`src/rtl/serial_divider.sv`:
```
// Multi-cycle restoring divider for RV32M DIV/DIVU/REM/REMU with a valid/ready handshake.
// Divide-by-zero and signed overflow finish on a one-cycle fast path; all other cases take WIDTH+1 cycles.
module serial_divider #(
  parameter int WIDTH        = 32,
  parameter int DIV_OP_WIDTH = 2
) (
  input  logic                    clk,
  input  logic                    reset,
  input  logic                    div_valid,
  input  logic [DIV_OP_WIDTH-1:0] DIVop,
  input  logic [WIDTH-1:0]        dividend,
  input  logic [WIDTH-1:0]        divisor,
  output logic                    div_ready,
  output logic [WIDTH-1:0]        div_result,
  output logic                    busy
);

  localparam logic [DIV_OP_WIDTH-1:0] DIV_OP_DIV  = DIV_OP_WIDTH'(0);
  localparam logic [DIV_OP_WIDTH-1:0] DIV_OP_DIVU = DIV_OP_WIDTH'(1);
  localparam logic [DIV_OP_WIDTH-1:0] DIV_OP_REM  = DIV_OP_WIDTH'(2);
  localparam logic [DIV_OP_WIDTH-1:0] DIV_OP_REMU = DIV_OP_WIDTH'(3);
  localparam int CNT_W = (WIDTH > 1) ? $clog2(WIDTH) : 1;

  typedef enum logic [1:0] {IDLE, CALC, DONE} state_t;

  state_t             state, next_state;
  logic               armed;
  logic [CNT_W-1:0]   counter;
  logic [WIDTH:0]     rem_reg;
  logic [WIDTH-1:0]   quot_reg;
  logic [WIDTH-1:0]   divisor_abs;
  logic               is_rem;
  logic               neg_quot;
  logic               neg_rem;

  logic               op_signed;
  logic               op_rem;
  logic               sign_a;
  logic               sign_b;
  logic [WIDTH-1:0]   abs_a;
  logic [WIDTH-1:0]   abs_b;
  logic               div_by_zero;
  logic               overflow;
  logic               fast_path;
  logic               accept;
  logic [WIDTH-1:0]   fast_result;
  logic [WIDTH+1:0]   trial;
  logic               take;
  logic [WIDTH:0]     step_rem;
  logic [WIDTH-1:0]   step_quot;
  logic [WIDTH-1:0]   final_result;

  // Request decode: operand magnitudes and the two fast-path cases
  always_comb begin
    op_signed   = (DIVop == DIV_OP_DIV) || (DIVop == DIV_OP_REM);
    op_rem      = (DIVop == DIV_OP_REM) || (DIVop == DIV_OP_REMU);
    sign_a      = op_signed & dividend[WIDTH-1];
    sign_b      = op_signed & divisor[WIDTH-1];
    abs_a       = sign_a ? -dividend : dividend;
    abs_b       = sign_b ? -divisor : divisor;
    div_by_zero = (divisor == '0);
    overflow    = op_signed && (dividend == {1'b1, {(WIDTH-1){1'b0}}}) && (divisor == '1);
    fast_path   = div_by_zero || overflow;
    accept      = (state == IDLE) && div_valid && armed;
    fast_result = '0;
    if (div_by_zero)
      fast_result = op_rem ? dividend : '1;
    else if (!op_rem)
      fast_result = {1'b1, {(WIDTH-1){1'b0}}};
  end

  // One restoring step; the sign fix is applied to the result of the last step
  always_comb begin
    trial        = {rem_reg, quot_reg[WIDTH-1]} - {2'b00, divisor_abs};
    take         = ~trial[WIDTH+1];
    step_rem     = take ? trial[WIDTH:0] : {rem_reg[WIDTH-1:0], quot_reg[WIDTH-1]};
    step_quot    = {quot_reg[WIDTH-2:0], take};
    final_result = is_rem ? (neg_rem ? -step_rem[WIDTH-1:0] : step_rem[WIDTH-1:0])
                          : (neg_quot ? -step_quot : step_quot);
  end

  always_ff @(posedge clk or posedge reset) begin
    if (reset)
      state <= IDLE;
    else
      state <= next_state;
  end

  always_comb begin
    next_state = state;
    case (state)
      IDLE: if (accept) next_state = fast_path ? DONE : CALC;
      CALC: begin
        if (!div_valid)
          next_state = IDLE;
        else if (counter == '0)
          next_state = DONE;
      end
      DONE:    next_state = IDLE;
      default: next_state = IDLE;
    endcase
  end

  always_comb begin
    div_ready = (state == DONE);
    busy      = (state == CALC);
  end

  // armed blocks re-acceptance of a request that is still held after completion
  always_ff @(posedge clk or posedge reset) begin
    if (reset) begin
      armed       <= 1'b1;
      counter     <= '0;
      rem_reg     <= '0;
      quot_reg    <= '0;
      divisor_abs <= '0;
      is_rem      <= 1'b0;
      neg_quot    <= 1'b0;
      neg_rem     <= 1'b0;
      div_result  <= '0;
    end else begin
      if (!div_valid)
        armed <= 1'b1;
      else if (accept)
        armed <= 1'b0;

      if (accept) begin
        counter     <= CNT_W'(WIDTH-1);
        rem_reg     <= '0;
        quot_reg    <= abs_a;
        divisor_abs <= abs_b;
        is_rem      <= op_rem;
        neg_quot    <= sign_a ^ sign_b;
        neg_rem     <= sign_a;
        if (fast_path)
          div_result <= fast_result;
      end else if (state == CALC && div_valid) begin
        rem_reg  <= step_rem;
        quot_reg <= step_quot;
        if (counter == '0)
          div_result <= final_result;
        else
          counter <= counter - 1'b1;
      end
    end
  end

endmodule

```
`config.mk`:
```
export PLATFORM = sky130hd
export DESIGN_NAME = serial_divider
export DESIGN_NICKNAME = d
export VERILOG_FILES = /design/src/rtl/serial_divider.sv
export SDC_FILE = /design/constraint.sdc
export NUM_CORES = 1
export LEC_CHECK = 0
export BUFFER_PORTS_ARGS = -buffer_cell sky130_fd_sc_hd__buf_4
export CORE_ASPECT_RATIO = 1.25
export CORE_MARGIN = 8
export CORE_UTILIZATION = 47
export DETAILED_ROUTE_END_ITERATION = 6
export GPL_ROUTABILITY_DRIVEN = 0
export PLACE_DENSITY = 0.68
export SLEW_MARGIN = 10
export SYNTH_ARGS = -nofsm -noshare
export SYNTH_HDL_FRONTEND = slang
export SYNTH_SLANG_ARGS = --single-unit
```
`constraint.sdc`:
```
create_clock -name clk -period 6.5 [get_ports clk]
set_input_delay 0.65 -clock clk [delete_from_list [all_inputs] [get_ports clk]]
set_output_delay 0.65 -clock clk [all_outputs]
set_load 0.02 [all_outputs]
```
==> impl_metrics.toml <==
[timing]
fin_skew_ns = 0.00612
hold_viol = 0
period_needed_ns = 5.13
rsz0062_at_grt = "no"
fmax_mhz = 195
slew_viol_final = 0
layout_worst_path_cycle_share_pct = 78.9
setup_viol = 0
fin_tns_setup_ns = 0
worst_slew_pin_slew_ns = 1.01
fin_hold_ws_ns = 0.308
slew-limit-headroom_pct = 32.5

[clock_network]
tritoncts = "yes"
cts_root_buffer = "clkbuf_16"
numCtsBuffers = 17
htreeDepth = 4
cts-hold-fix-buffers = 0
cts_sinks = 140
ctsResizeCount = 0
clk_pin_slew_ns = 0.06
clk_path_buf_depth = 2
post-cts-setup-buffer-count = 0
clk_latency_ns = 0.43

[finish]
fill_cells = 2204
drive_gt1_share_pct = 11.9
final_cell_mix = "o21ai_0, nand2_1, dfrtp_1"
final_nets = 1598
stdcell_count = 1826
n_antenna_cell = 0
largest_reg_flops = 33
mostFrequentLayoutCell = "o21ai_0"
area_growth_pct = 14.6

[grt]
grt_use_total_pct = 25.1
grt_pass1_wl_mm = 58.7
gr-total-overflow = 0
antenna_found_initial = 0
first_global_vias = 10910
grt_max_degree = 103

[logic_synthesis]
netlist_instances = 1428
synth_edf_count = 0
yosysSeqAreaShare_pct = 30.8
async_flop_share_pct = 100
synth_ff_type = "dfrtp_1"
synth.distinct_cells = 82
synth_nets = 1537
synth_seq_cells = 140
yosys_warnings = 0
avgSynthCellArea_um2 = 7.97
synth_area_um2 = 11400

[detailed_routing]
viasPerCell = 6.12
firstDrtPassIters = 5
drt_iter0_markers = 859
drc = 0
routed_wl_mm = 36.6
wl_per_cell_um = 20.0
drt.antenna.violating_nets = 0
vias = 11166

[floorplan]
die-area_um2 = 29500
io_pins = 103
die_x_um = 155
fp-row-count = 63
dieHeight_um = 190
start_util_pct = 47.9
core_area_um2 = 23700

[worst_setup_path]
worstPathMaxFanout = 18
path_buf_inv = 1
worst-endpoint-required_ns = 6.83
arrival_ns = 5.46
endpoint_kind = "register"
cp_common_cell = "ha_1"
slowest_stage = "ha_1"
critPathKind = "reg2reg"
cp_top_family = "compound AO/OA/AOI/OAI gates"
cp-start-kind = "register"
max_stage_delay_ns = 0.48
worstPathCellList = "ha_1 -> and2_1 -> nand3_1 -> a2111oi_2 -> o2111a_1 -> o31a_1 -> nor2_8 -> inv_2 -> mux2i_1 -> ha_1 -> nor4bb_1 -> a31oi_1 -> o21ai_0 -> xor2_1 -> a21oi_1 -> a311oi_1"

[job]
max-cap-violations = 0

[placement]
place_inst = 1795
portBuffers = 102
hpwl_mm = 28.1

[hold_path]
hold_class = "in2async"

[power_and_ir_drop]
peakVddDrop_v = 0.000265
powerDensity_nw_per_um2 = 484
leakage_nw = 5.55

[status]
status = "completed"
==> path summary, 6_finish.rpt <==
kind | slack [ns] | to | cells after the start | start
max reg2reg | 1.37 | div_result[16] | 16 | rem_reg[8]
max | 1.37 | div_result[16] | 16 | rem_reg[8]
min reg2reg | 0.48 | divisor_abs[2] | 2 | divisor_abs[2]
min in group clk | 0.35 | armed | 2 | div_valid
max in group asynchronous | 4.75 | div_result[15] | 3 | reset
min | 0.31 | counter[3] | 2 | reset
==> layout make-up <==
| class | instances | area, um2 | area share, % |
|---|---|---|---|
| Tap cell | 325 | 407 | 3.12 |
| Sequential cell | 140 | 3500 | 26.9 |
| Clock inverter | 11 | 190 | 1.46 |
| Timing Repair Buffer | 115 | 863 | 6.62 |
| Clock buffer | 20 | 467 | 3.58 |
| Multi-Input combinational cell | 1153 | 7370 | 56.5 |
| Inverter | 62 | 238 | 1.82 |
==> cell usage after synthesis (all sizes together), types with 5 or more instances <==
cell | count | area share (%)
a2111oi | 5 | 0.55
a211oi | 12 | 0.79
a21o | 10 | 0.66
a21oi | 86 | 3.9
a22o | 9 | 0.69
a22oi | 33 | 2.2
a31oi | 30 | 1.6
a41oi | 7 | 0.54
and2 | 8 | 0.44
and3 | 16 | 0.88
buf | 12 | 0.48
clkbuf | 61 | 2.0
dfrtp | 139 | 31
ha | 39 | 4.3
inv | 61 | 2.0
mux2 | 12 | 1.2
mux2i | 25 | 2.2
nand2 | 177 | 5.8
nand2b | 11 | 0.60
nand3 | 18 | 0.79
nand3b | 5 | 0.33
nand4 | 19 | 1.0
nor2 | 100 | 3.4
nor2b | 16 | 0.88
nor3 | 24 | 1.1
nor4 | 15 | 0.88
o211ai | 18 | 1.2
o21a | 6 | 0.40
o21ai | 188 | 8.3
o31ai | 25 | 1.6
o41ai | 14 | 1.1
or3 | 19 | 1.0
or4 | 15 | 1.0
xnor2 | 82 | 6.3
xor2 | 50 | 3.8
==> per-layer routing <==
layer  vias to the layer above  part of all wire, %  GRT usage [%]
met4                         0                  6.2           16.0
met3                        87                  4.8           3.50
met5                         -                    0              0
met1                      5388                   42           30.5
met2                       356                   47           41.2
li1                       5335                    -              -
==> power by group <==
| group | switching, W | internal [W] | total, W |
|---|---|---|---|
| clock | 0.000394 | 0.000708 | 0.00110 |
| combinational | 0.00238 | 0.00145 | 0.00382 |
| sequential | 0.000288 | 0.00110 | 0.00139 |
| total | 0.00306 | 0.00325 | 0.00631 |
==> kinds of logic (layout without fill, tap and decap cells) <==
kind of cell    Yosys count  count (layout)  synth area share, %
compound gates          481             481                 26.7
simple gates            463             463                 19.9
flops                   140             140                 30.8
buf+inv                 135             208                 4.55
xor+xnor                132             132                 10.2
fa+ha+maj                40              40                 4.47
mux                      37              37                 3.39
==> metrics by stage <==
stage | setup slack, ns | utilization, % | power [W] | instance area, um2
floorplan | 2.02 | - | 0.00419 | 11400
detailed placement | 1.43 | 52.2 | 0.00512 | 12400
finish | 1.37 | 54.9 | 0.00631 | 13000
global route | 0.969 | 54.9 | 0.00675 | 13000
global placement | 1.54 | 52.2 | 0.00507 | 12400
CTS | 1.40 | 54.9 | 0.00626 | 13000
(Power assumes the default switching activity.)
